--- config.mk ---
export PLATFORM = sky130hd
export DESIGN_NAME = cache_mem_arbiter
export DESIGN_NICKNAME = d
export VERILOG_FILES = /design/src/rtl/cache_arb_pkg.sv /design/src/rtl/cache_mem_arbiter_watchdog.sv /design/src/rtl/cache_mem_arbiter.sv
export SDC_FILE = /design/constraint.sdc
export NUM_CORES = 1
export LEC_CHECK = 0
export CAP_MARGIN = 20
export CORE_UTILIZATION = 42
export DETAILED_ROUTE_END_ITERATION = 6
export GPL_TIMING_DRIVEN = 1
export PLACE_DENSITY_LB_ADDON = 0.05
export SETUP_SLACK_MARGIN = 0.4
export SYNTH_ARGS = -nofsm -noshare
export SYNTH_HDL_FRONTEND = slang
export SYNTH_SLANG_ARGS = --single-unit
--- constraint.sdc ---
create_clock -name clk -period 8.28 [get_ports clk]
set_input_delay 2.07 -clock clk [delete_from_list [all_inputs] [get_ports clk]]
set_output_delay 2.07 -clock clk [all_outputs]
set_load 0.005 [all_outputs]
--- src/rtl/cache_arb_pkg.sv ---
// rtl/cache_arb_pkg.sv - shared types and defaults for the cache memory arbiter
package cache_arb_pkg;

    localparam int CACHE_ARB_ADDR_W = 32;
    localparam int CACHE_ARB_DATA_W = 32;

    typedef enum logic [1:0] {
        IDLE    = 2'd0,
        ACCESS  = 2'd1,
        RESPOND = 2'd2
    } arb_state_t;

    function automatic logic [1:0] grant_onehot(input logic grant);
        return grant ? 2'b10 : 2'b01;
    endfunction

endpackage

--- src/rtl/cache_mem_arbiter_watchdog.sv ---
// rtl/cache_mem_arbiter_watchdog.sv - ACCESS-state timeout counter
module mem_arb_watchdog #(
    parameter int TIMEOUT_CYCLES = 64
) (
    input  logic clk,
    input  logic rst,
    input  logic clear,
    input  logic enable,
    output logic expired
);

    localparam int CNT_W = (TIMEOUT_CYCLES > 0) ? $clog2(TIMEOUT_CYCLES + 1) : 1;
    localparam logic [CNT_W-1:0] LIMIT = (TIMEOUT_CYCLES > 0) ? CNT_W'(TIMEOUT_CYCLES - 1) : '0;

    logic [CNT_W-1:0] r_count;

    // r_count holds completed ACCESS cycles; expiry fires in the TIMEOUT_CYCLES-th one
    always_ff @(posedge clk or posedge rst) begin
        if (rst) begin
            r_count <= '0;
        end else if (clear) begin
            r_count <= '0;
        end else if (enable && (r_count != LIMIT)) begin
            r_count <= r_count + CNT_W'(1);
        end
    end

    assign expired = (TIMEOUT_CYCLES != 0) && enable && (r_count == LIMIT);

endmodule

--- src/rtl/cache_mem_arbiter.sv ---
// rtl/cache_mem_arbiter.sv - two-requester round-robin arbiter onto a single memory port
module cache_mem_arbiter
    import cache_arb_pkg::*;
#(
    parameter int ADDR_W         = CACHE_ARB_ADDR_W,
    parameter int DATA_W         = CACHE_ARB_DATA_W,
    parameter int TIMEOUT_CYCLES = 64
) (
    input  logic                   clk,
    input  logic                   rst,
    input  logic [1:0][ADDR_W-1:0] req_address,
    input  logic [1:0]             req_read_enable,
    input  logic [1:0]             req_write_enable,
    input  logic [1:0][DATA_W-1:0] req_write_data,
    output logic [DATA_W-1:0]      req_read_data,
    output logic [1:0]             req_ack,
    output logic [ADDR_W-1:0]      mem_address,
    output logic [DATA_W-1:0]      mem_write_data,
    output logic                   mem_read_enable,
    output logic                   mem_write_enable,
    input  logic [DATA_W-1:0]      mem_read_data,
    input  logic                   mem_ack,
    output logic                   timeout_error,
    output logic                   busy
);

    arb_state_t        r_state;
    logic              r_last_grant;
    logic              r_grant;
    logic              r_is_write;
    logic              r_timed_out;
    logic [ADDR_W-1:0] r_mem_address;
    logic [DATA_W-1:0] r_mem_write_data;
    logic [DATA_W-1:0] r_rdata;

    logic [1:0]        w_pending;
    logic              w_grant;
    logic              w_start;
    logic              w_in_access;
    logic              w_expired;

    always_comb begin
        w_pending   = req_read_enable | req_write_enable;
        w_start     = (r_state == IDLE) && (|w_pending);
        w_in_access = (r_state == ACCESS);
        // On a tie the requester that did not win last time goes next
        w_grant     = (&w_pending) ? ~r_last_grant : w_pending[1];
    end

    mem_arb_watchdog #(
        .TIMEOUT_CYCLES(TIMEOUT_CYCLES)
    ) u_watchdog (
        .clk    (clk),
        .rst    (rst),
        .clear  (w_start),
        .enable (w_in_access),
        .expired(w_expired)
    );

    always_ff @(posedge clk or posedge rst) begin
        if (rst) begin
            r_state          <= IDLE;
            r_last_grant     <= 1'b1;
            r_grant          <= 1'b0;
            r_is_write       <= 1'b0;
            r_timed_out      <= 1'b0;
            r_mem_address    <= '0;
            r_mem_write_data <= '0;
            r_rdata          <= '0;
        end else begin
            case (r_state)
                IDLE: begin
                    if (w_start) begin
                        r_grant          <= w_grant;
                        r_mem_address    <= req_address[w_grant];
                        r_mem_write_data <= req_write_data[w_grant];
                        r_is_write       <= req_write_enable[w_grant];
                        r_timed_out      <= 1'b0;
                        r_state          <= ACCESS;
                    end
                end
                ACCESS: begin
                    // Timeout takes priority over a coincident mem_ack
                    if (w_expired) begin
                        r_rdata     <= '0;
                        r_timed_out <= 1'b1;
                        r_state     <= RESPOND;
                    end else if (mem_ack) begin
                        r_rdata     <= r_is_write ? '0 : mem_read_data;
                        r_timed_out <= 1'b0;
                        r_state     <= RESPOND;
                    end
                end
                RESPOND: begin
                    r_last_grant <= r_grant;
                    r_state      <= IDLE;
                end
                default: begin
                    r_state <= IDLE;
                end
            endcase
        end
    end

    assign busy             = (r_state != IDLE);
    assign req_ack          = (r_state == RESPOND) ? grant_onehot(r_grant) : 2'b00;
    assign req_read_data    = (r_state == RESPOND) ? r_rdata : '0;
    assign timeout_error    = (r_state == RESPOND) && r_timed_out;
    assign mem_read_enable  = w_in_access && !r_is_write;
    assign mem_write_enable = w_in_access && r_is_write;
    assign mem_address      = r_mem_address;
    assign mem_write_data   = r_mem_write_data;

endmodule

==> impl_metrics.yaml, run 1 <==
clocking:
  cts_tree: "built"
  cts_buffers: 9
  cts.path.max_buffers: 2
  cts_max_level: 3
  clk_latency_ns: 0.34
  clock-root-buffer: "clkbuf_16"
  cts_resized: 0
  clock_sinks: 109
  hold_buffers: 0
  clkTransAtPathRegs_ns: 0.06
  post_cts_buffers: 0
synth:
  syn_avg_cell_area_um2: 9.178
  synth_cell_types: 36
  syn_inst: 531
  synthesis.area_mm2: 0.004873
  syn_nets: 699
  yosysSeqAreaShare_pct: 55.99
  ys.warnings.count: 0
  synth-seq-cells: 109
worst_setup_path:
  cp_top_family: "buffers and inverters"
  path_cells: "nor2b_1, buf_4, nor2b_1, clkdlybuf4s50_1"
  worstPathRequired_ns: 6.21
  endpoint_kind: "output port"
  cp_max_fo: 27
  r2r_setup_slack_ns: 6.15
  setup.worst_path.class: "reg2out"
  cp.arrival_ns: 2.41
  setup.worst_path.start_class: "flip-flop"
  cpPeakStageDelay_ns: 0.56
  cp_num_buf_inv: 2
  cpMostUsedCell: "nor2b_1"
  cp_slowest_cell: "nor2b_1"
floorplan:
  rows: 38
  dieHeight_um: 109.7
  fp.dieW_um: 109.7
  coreArea_mm2: 0.01108
  die_area_mm2: 0.01204
  io-pin-count: 269
  initial_utilization_pct: 43.99
global_route:
  grt_max_degree: 69
  grt_use_met1_pct: 27.73
  grt_pass1_wl_mm: 22.78
  first_global_vias: 4698
  gr-total-overflow: 0
  track_usage_pct: 25.17
  antenna_found_initial: 0
  grtUsageMet2_pct: 42.68
  grt_busiest_layer: "met2"
  grtUsageMet3_pct: 7.528
layout:
  drive_gt1_share_pct: 3.585
  fillers: 845
  antenna_cells: 0
  syn2layout_area_growth_pct: 62.26
  layout_commonest_cell: "clkdlybuf4s50_1"
  fin_nets: 947
  multi_input_area_mm2: 0.001957
  seq_area_mm2: 0.002729
  layout.cells.most_common_list: "clkdlybuf4s50_1, nand2_1, dfrtp_1"
route:
  ant_nets: 0
  drc: 0
  viasPerCell: 5.210
  drt-total-wl_mm: 15.09
  routedWlPerCell_um: 16.39
  drt_first_pass_iters: 5
  vias: 4798
  drt_iter0_markers: 278
placement:
  portBuffers: 268
  place.gp.congestion: 0.7612
  hpwl_mm: 10.99
sta:
  fin_hold_ws_ns: 0.4776
  period_share_pct: 54.05
  fin_skew_ns: 0.008370
  min_period_ns: 4.475
  relSlewSlack_pct: 52.77
  setup_viol: 0
  drv_slew: 0
  finalSetupTns_ns: 0
  max_freq_mhz: 223.5
  finalHoldViolCount: 0
  tightest_slew_ns: 0.7085
  grt_setup_unrepaired: "false"
run_status:
  status: "complete, no violations"
flow_run:
  maxCapViolCount: 0
power_and_ir_drop:
  p_leak_uw: 0.003349
  ir_worst_vdd_uv: 171.6
  p_per_area_mw_per_mm2: 304.7
hold_path:
  worstHoldPathType: "reg2reg"
[report_power, final]
part / switching (uW) / internal, uW
combinational: 509 / 601
clock: 182 / 207
sequential: 138 / 773
[flip-flops by register name, summed over array words and instances (netlist names)]
signal	flops
mem_address	32
r_rdata	32
mem_write_data	32
r_is_write	1
u_watchdog.r_count	7
r_state	2
r_grant	1
r_last_grant	1
r_timed_out	1
[cell type report]
cell class	instances	share of cell area (%)
flip-flops and latches	109	34.51
clock inverters	2	0.1582
repair buffers	276	34.94
multi-input cells	376	24.75
well taps	140	2.215
inverters	7	0.3639
clock buffers	11	3.070
[synth_stat cells]
| master | count | share of area [%] |
|---|---|---|
| dfrtp_1 | 108 | 55 |
| o21a_1 | 1 | 0.15 |
| o41ai_1 | 1 | 0.18 |
| clkbuf_1 | 25 | 1.9 |
| and3_1 | 2 | 0.26 |
| or2_4 | 1 | 0.18 |
| nor3_1 | 2 | 0.21 |
| nor2_1 | 68 | 5.2 |
| nand3_1 | 6 | 0.62 |
| nand2_1 | 136 | 10 |
| a22o_1 | 32 | 5.8 |
| nor2b_1 | 2 | 0.26 |
| o21bai_1 | 1 | 0.15 |
| o311ai_0 | 1 | 0.18 |
| o21ai_0 | 7 | 0.72 |
| ha_1 | 1 | 0.26 |
| o221ai_1 | 1 | 0.18 |
| and2_1 | 35 | 4.5 |
| buf_2 | 5 | 0.51 |
| nand3_2 | 1 | 0.21 |
| nand3b_1 | 1 | 0.15 |
| dfstp_2 | 1 | 0.54 |
| buf_6 | 4 | 0.92 |
| mux2i_1 | 2 | 0.41 |
| nor4_1 | 1 | 0.13 |
| inv_1 | 7 | 0.54 |
| nand2b_1 | 2 | 0.26 |
| a31oi_1 | 64 | 8.2 |
| o21ai_1 | 2 | 0.21 |
| a21oi_1 | 1 | 0.10 |
| and2b_1 | 1 | 0.15 |
| o22ai_1 | 1 | 0.13 |
| a21boi_0 | 1 | 0.15 |
| o31ai_1 | 1 | 0.15 |
| buf_1 | 5 | 0.39 |
| o211ai_1 | 1 | 0.15 |
[worst register-to-register path: stages (launching register included)]
cell,delay (ns)
dfrtp_1,0.46
nor3_2,0.19
buf_4,0.48
buf_4,0.65
nor2_1,0.10
a31oi_1,0.17
[metal layers]
metal	routed length, um	part of all wire [%]
met5	0	0
met4	696	4.6
met3	1300	8.6
met2	7540	50
met1	5556	37
[stage by stage]
stage / total power (uW) / setup slack (ns) / std cells / utilization, % / area, um^2
final: 2409 / 3.805 / 921 / 71.38 / 7908
after detailed placement: 2025 / 3.906 / 907 / 68.83 / 7625
after global placement: 1992 / 3.979 / 907 / 68.83 / 7625
after floorplan: 1434 / 3.338 / 531 / - / 4873
after global routing: 2576 / 3.625 / 921 / 71.38 / 7908
after CTS: 2422 / 3.787 / 920 / 71.13 / 7880
[path summary, 6_finish.rpt]
path                                            start               to  cells past startpoint
worst max-delay path                       r_state[0]       req_ack[0]                      4
worst min-delay path            u_watchdog.r_count[6]      r_timed_out                      1
worst max register to register             r_state[0]  mem_address[31]                      5
worst min register to register  u_watchdog.r_count[6]      r_timed_out                      1
max in group asynchronous                         rst      r_rdata[11]                      3
min in group asynchronous                         rst      r_rdata[26]                      2
[kinds of logic (layout without fill, tap and decap cells)]
family | after synthesis | in the layout | synth area share (%)
buf+inv | 46 | 296 | 4.288
simple gates | 258 | 258 | 22.62
fa+ha+maj | 1 | 1 | 0.2567
compound gates | 115 | 115 | 16.43
flops | 109 | 109 | 55.99
mux | 2 | 2 | 0.4108
Note: power is estimated with default switching activity, not from simulation.
==> run 2: changes to the inputs <==
Settings changed: CORE_UTILIZATION 42 to 39.
Clock period 8.28 ns to 4.7 ns, I/O delays scaled along.
==> run 2 against run 1 <==
Non-clock buffer count grew 1. Clock skew grew 0.0024 ns. Register-to-register slack lost 3.5 ns. Wire length shrank 2.7%. Global-route usage shrank 2.1 points. Sequential cell count is the same. Clock power grew 87%. Total power grew 78%. Highest routed layer unchanged.
==> impl_metrics.yaml, run 2 (same netlist as run 1, synthesis figures left out) <==
run_status:
  status: "complete, no violations"
sta:
  finalSetupTns_ns: 0
  grt_setup_unrepaired: "false"
  min_period_ns: 3.182
  tightest_slew_ns: 0.7684
  max_freq_mhz: 314.2
  finalHoldViolCount: 0
  fin_skew_ns: 0.01074
  layout_setup_ws_ns: 1.518
  setup_viol: 0
  relSlewSlack_pct: 48.77
  period_share_pct: 67.71
  drv_slew: 0
worst_setup_path:
  endpoint_kind: "output port"
  cp_max_fo: 36
  reg2regPathDepth: 6
  setup.worst_path.class: "reg2out"
  path_cells: "nor2b_2, buf_4, and2_1, clkdlybuf4s50_1"
  worstPathRequired_ns: 3.52
  cp_num_buf_inv: 2
  cp_slowest_cell: "clkdlybuf4s50_1"
  path_depth: 4
  cp.arrival_ns: 2.01
  cp_top_family: "buffers and inverters"
  setup.worst_path.start_class: "flip-flop"
  cpPeakStageDelay_ns: 0.53
layout:
  fin_nets: 948
  antenna_cells: 0
  drive_gt1_share_pct: 4.204
  syn2layout_area_growth_pct: 64.03
  fin_area_mm2: 0.007994
  layout.cells.most_common_list: "clkdlybuf4s50_1, nand2_1, dfrtp_1"
  seq_area_mm2: 0.002729
  layout_commonest_cell: "clkdlybuf4s50_1"
  multi_input_area_mm2: 0.001959
  fillers: 1034
clocking:
  clk_latency_ns: 0.35
  clkTransAtPathRegs_ns: 0.07
  hold_buffers: 0
  cts_tree: "built"
  clock-root-buffer: "clkbuf_16"
  cts.path.max_buffers: 2
  cts_buffers: 9
  post_cts_buffers: 0
  clock_sinks: 109
  cts_resized: 0
  cts_max_level: 3
placement:
  portBuffers: 268
  place_ws_ns: 1.359
  place.gp.congestion: 0.7862
  hpwl_mm: 10.67
  dpl-instance-area_mm2: 0.007677
route:
  ant_nets: 0
  drt_iter0_markers: 147
  drt-total-wl_mm: 14.69
  routedWlPerCell_um: 15.41
  dr.max_layer_used: "met4"
  drc: 0
  vias: 4677
  route.met2.wl_mm: 7.154
  wl_met3_mm: 1.340
  viasPerCell: 4.908
  drt_first_pass_iters: 4
  wl_met1_mm: 5.740
floorplan:
  initial_utilization_pct: 40.24
  io-pin-count: 269
  die_area_mm2: 0.01295
  rows: 40
  dieHeight_um: 113.8
  fp.dieW_um: 113.8
  coreArea_mm2: 0.01211
power_and_ir_drop:
  ir_worst_vdd_uv: 244.4
  p_per_area_mw_per_mm2: 537.0
  p_leak_uw: 0.003369
global_route:
  antenna_found_initial: 0
  grt_pass1_wl_mm: 23.18
  first_global_vias: 4703
  grt_max_degree: 129
  track_usage_pct: 23.05
  gr-total-overflow: 0
hold_path:
  min_path_cells: 1
  worstHoldPathType: "reg2reg"
flow_run:
  maxCapViolCount: 0
-- run 2: changes by cell type in the layout (fill, tap and decap cells not counted), sizes merged --
cell / change
clkbuf: +1
buf: +1
clkinvlp: +1
clkinv: +1
-- run 2: layer usage --
layer	up-vias	track usage (%)
li1	2296	-
met1	2148	26.70
met2	201	38.82
met5	-	0
met3	32	8.023
met4	0	9.957
-- run 2: layout make-up --
type / instances / area share, %
multi-input combinational: 376 / 24.51
inverter: 7 / 0.3600
sequential: 109 / 34.14
tap: 168 / 2.630
clock buffer: 12 / 3.209
clock inverter: 4 / 0.4069
timing repair buffer: 277 / 34.75
-- run 2: worst reg2reg max path, delay by kind of cell, from the launching register on --
family,cells,cell delay [ns]
AO/OA/AOI/OAI,1,0.25
adder cells (fa/ha/maj),1,0.20
buffers and inverters,1,0.26
flip-flops,1,0.39
AND/OR/NAND/NOR,3,0.81
-- run 2: final timing paths --
kind,startpoint,end,slack [ns]
max,r_state[1],req_ack[1],1.52
min,u_watchdog.r_count[6],r_timed_out,0.48
max reg2reg,u_watchdog.r_count[1],r_rdata[0],2.68
min reg2reg,u_watchdog.r_count[6],r_timed_out,0.48
max in group asynchronous,rst,u_watchdog.r_count[2],2.53
min in group asynchronous,rst,r_rdata[22],1.34
-- run 2: per-stage QoR --
step,util [%],instances,power (uW),hold slack [ns]
after floorplan,-,531,2526,0.4402
after global placement,63.26,935,3511,0.4611
after detailed placement,63.39,936,3578,0.4695
after CTS,65.77,952,4321,0.4816
after global routing,66.00,953,4596,0.5083
final,66.00,953,4293,0.4842
-- run 2: power by group --
part / switching [uW] / leakage, uW / internal (uW)
Clock: 336 / 0.000135 / 391
Sequential: 236 / 0.00130 / 1360
Combinational: 897 / 0.00193 / 1070
Total: 1470 / 0.00337 / 2820
==> run 3: changes to the inputs <==
Settings changed: CORE_UTILIZATION 39 to 35.
Clock period 4.7 ns to 2.9 ns, I/O delays scaled along.
==> run 3 against run 2 <==
Hold slack improved by 0.011 ns. Sequential power is 61% higher. Critical endpoint unchanged. Setup slack lost 1.1 ns. Sequential share of layout area is 0.47 points lower. Clock power grew 64%. Largest cell class unchanged. Utilization is 5.5 points lower. Critical path depth stayed put. Highest routed layer unchanged. Final cell count rose by 1.6%. Wire length grew 3.1%. Clock skew down 0.0053 ns. First-iteration DRC count grew 97%. Design area rose by 1.5%.
==> impl_metrics.yaml, run 3 (same netlist as run 1, synthesis figures left out) <==
route:
  drt_iter0_markers: 289
  drt_first_pass_iters: 4
  vias: 4728
  drc: 0
  ant_nets: 0
  drt-total-wl_mm: 15.15
  viasPerCell: 4.884
  routedWlPerCell_um: 15.65
sta:
  tightest_slew_ns: 0.6649
  layout_setup_ws_ns: 0.3879
  finalHoldViolCount: 0
  fin_skew_ns: 0.005466
  period_share_pct: 86.62
  grt_setup_unrepaired: "true"
  setup_viol: 0
  drv_slew: 0
  max_freq_mhz: 398.1
  relSlewSlack_pct: 55.50
  finalSetupTns_ns: 0
  min_period_ns: 2.512
worst_setup_path:
  cpPeakStageDelay_ns: 0.52
  setup.worst_path.start_class: "flip-flop"
  worstPathRequired_ns: 2.17
  cp.arrival_ns: 1.79
  endpoint_kind: "output port"
  cp_max_fo: 34
  path_cells: "nor2b_4, buf_12, and2_1, clkdlybuf4s50_1"
  setup.worst_path.class: "reg2out"
  cp_slowest_cell: "clkdlybuf4s50_1"
global_route:
  first_global_vias: 4686
  track_usage_pct: 21.36
  grt_pass1_wl_mm: 23.74
  grt_max_degree: 99
  gr-total-overflow: 0
  antenna_found_initial: 0
clocking:
  cts_max_level: 3
  cts_buffers: 9
  hold_buffers: 0
  clkTransAtPathRegs_ns: 0.07
  clock_sinks: 109
  cts_tree: "built"
  clk_latency_ns: 0.34
  cts.path.max_buffers: 2
  clock-root-buffer: "clkbuf_16"
floorplan:
  io-pin-count: 269
  die_area_mm2: 0.01440
  rows: 42
  initial_utilization_pct: 36.37
  coreArea_mm2: 0.01340
  dieHeight_um: 120
  fp.dieW_um: 120
run_status:
  status: "complete, no violations"
hold_path:
  worstHoldPathType: "reg2reg"
flow_run:
  maxCapViolCount: 0
placement:
  place.gp.congestion: 0.8138
  portBuffers: 268
  place_ws_ns: 0.2564
  hpwl_mm: 11.04
power_and_ir_drop:
  comb_power_share_pct: 46.9
  p_int_uw: 4650
  swShare_pct: 34.25
  p_leak_uw: 0.003433
  switchingPower_uw: 2422
  p_per_area_mw_per_mm2: 871.9
  p_seq_share_pct: 36.3
  clock_power_share_pct: 16.8
  ir_worst_vdd_uv: 413.6
layout:
  fin_nets: 955
  syn2layout_area_growth_pct: 66.42
  layout_commonest_cell: "clkdlybuf4s50_1"
  antenna_cells: 0
  layout.cells.most_common_list: "clkdlybuf4s50_1, nand2_1, dfrtp_1"
  fillers: 1186
  drive_gt1_share_pct: 5.682
run 3: cell types whose count changed in the layout (fill, tap and decap cells not counted), sizes merged:
cell,before,now
clkinvlp,2,3
dlymetal6s2s,0,1
clkdlybuf4s50,268,267
clkbuf,12,11
buf,9,16
run 3: layout make-up:
| type | count | area [um^2] | share of cell area (%) |
|---|---|---|---|
| repair buffers | 284 | 2868 | 35.36 |
| flip-flops and latches | 109 | 2730 | 33.66 |
| multi-input cells | 376 | 1976 | 24.36 |
| clock buffers | 11 | 252.7 | 3.116 |
| well taps | 176 | 220.2 | 2.715 |
| clock inverters | 5 | 33.78 | 0.4165 |
| inverters | 7 | 30.03 | 0.3703 |
run 3: repair_timing:
action | CTS | global route
endpoints found under the setup margin | 35 | 36
setup buffers | 5 | 0
gates resized for setup | 6 | 3
run 3: routing by layer:
metal | up-vias | GRT usage [%] | part of all wire (%) | wire, um
li1 | 2312 | - | - | -
met1 | 2208 | 23.60 | 38 | 5794
met2 | 180 | 36.21 | 49 | 7485
met3 | 28 | 8.032 | 9.7 | 1467
met4 | 0 | 9.844 | 2.7 | 405
met5 | - | 0 | 0 | 0
run 3: per-stage QoR:
stage | cell area, um^2 | std cells | total power, uW | util (%) | hold WS, ns
2_1_floorplan | 4877 | 531 | 4095 | - | 0.4402
3_3_place_gp | 7754 | 947 | 5773 | 57.86 | 0.4694
3_5_place_dp | 7754 | 947 | 5863 | 57.86 | 0.4733
4_1_cts | 8098 | 968 | 7152 | 60.43 | 0.4964
5_1_grt | 8110 | 968 | 7582 | 60.52 | 0.5052
6_report | 8110 | 968 | 7072 | 60.52 | 0.4952
run 3: worst paths after layout:
check                                 startpoint          end  slack [ns]  depth (start not counted)
setup reg to reg           u_watchdog.r_count[1]  r_rdata[15]        1.06                          6
setup / recovery                      r_state[0]   req_ack[1]        0.39                          4
min in group asynchronous                    rst  r_rdata[20]        0.73                          2
hold / removal                       r_rdata[24]  r_rdata[24]        0.50                          1
hold reg to reg                      r_rdata[24]  r_rdata[24]        0.50                          1
max in group asynchronous                    rst   r_rdata[2]        1.46                          3
run 3: power by group through the flow:
| stage | clock (uW) | combinational (uW) | sequential, uW |
|---|---|---|---|
| finish | 1190 | 3320 | 2570 |
| floorplan | 0 | 1510 | 2590 |
| global placement | 0 | 3200 | 2570 |
| detailed placement | 0 | 3270 | 2600 |
| global route | 1290 | 3640 | 2650 |
| CTS | 1230 | 3350 | 2570 |
run 3: worst max-delay path: cells and delay by family (launching register included):
family                 cells  cell delay (ns)
buffers and inverters      2             0.70
flip-flops                 1             0.42
AND/OR/NAND/NOR            2             0.32
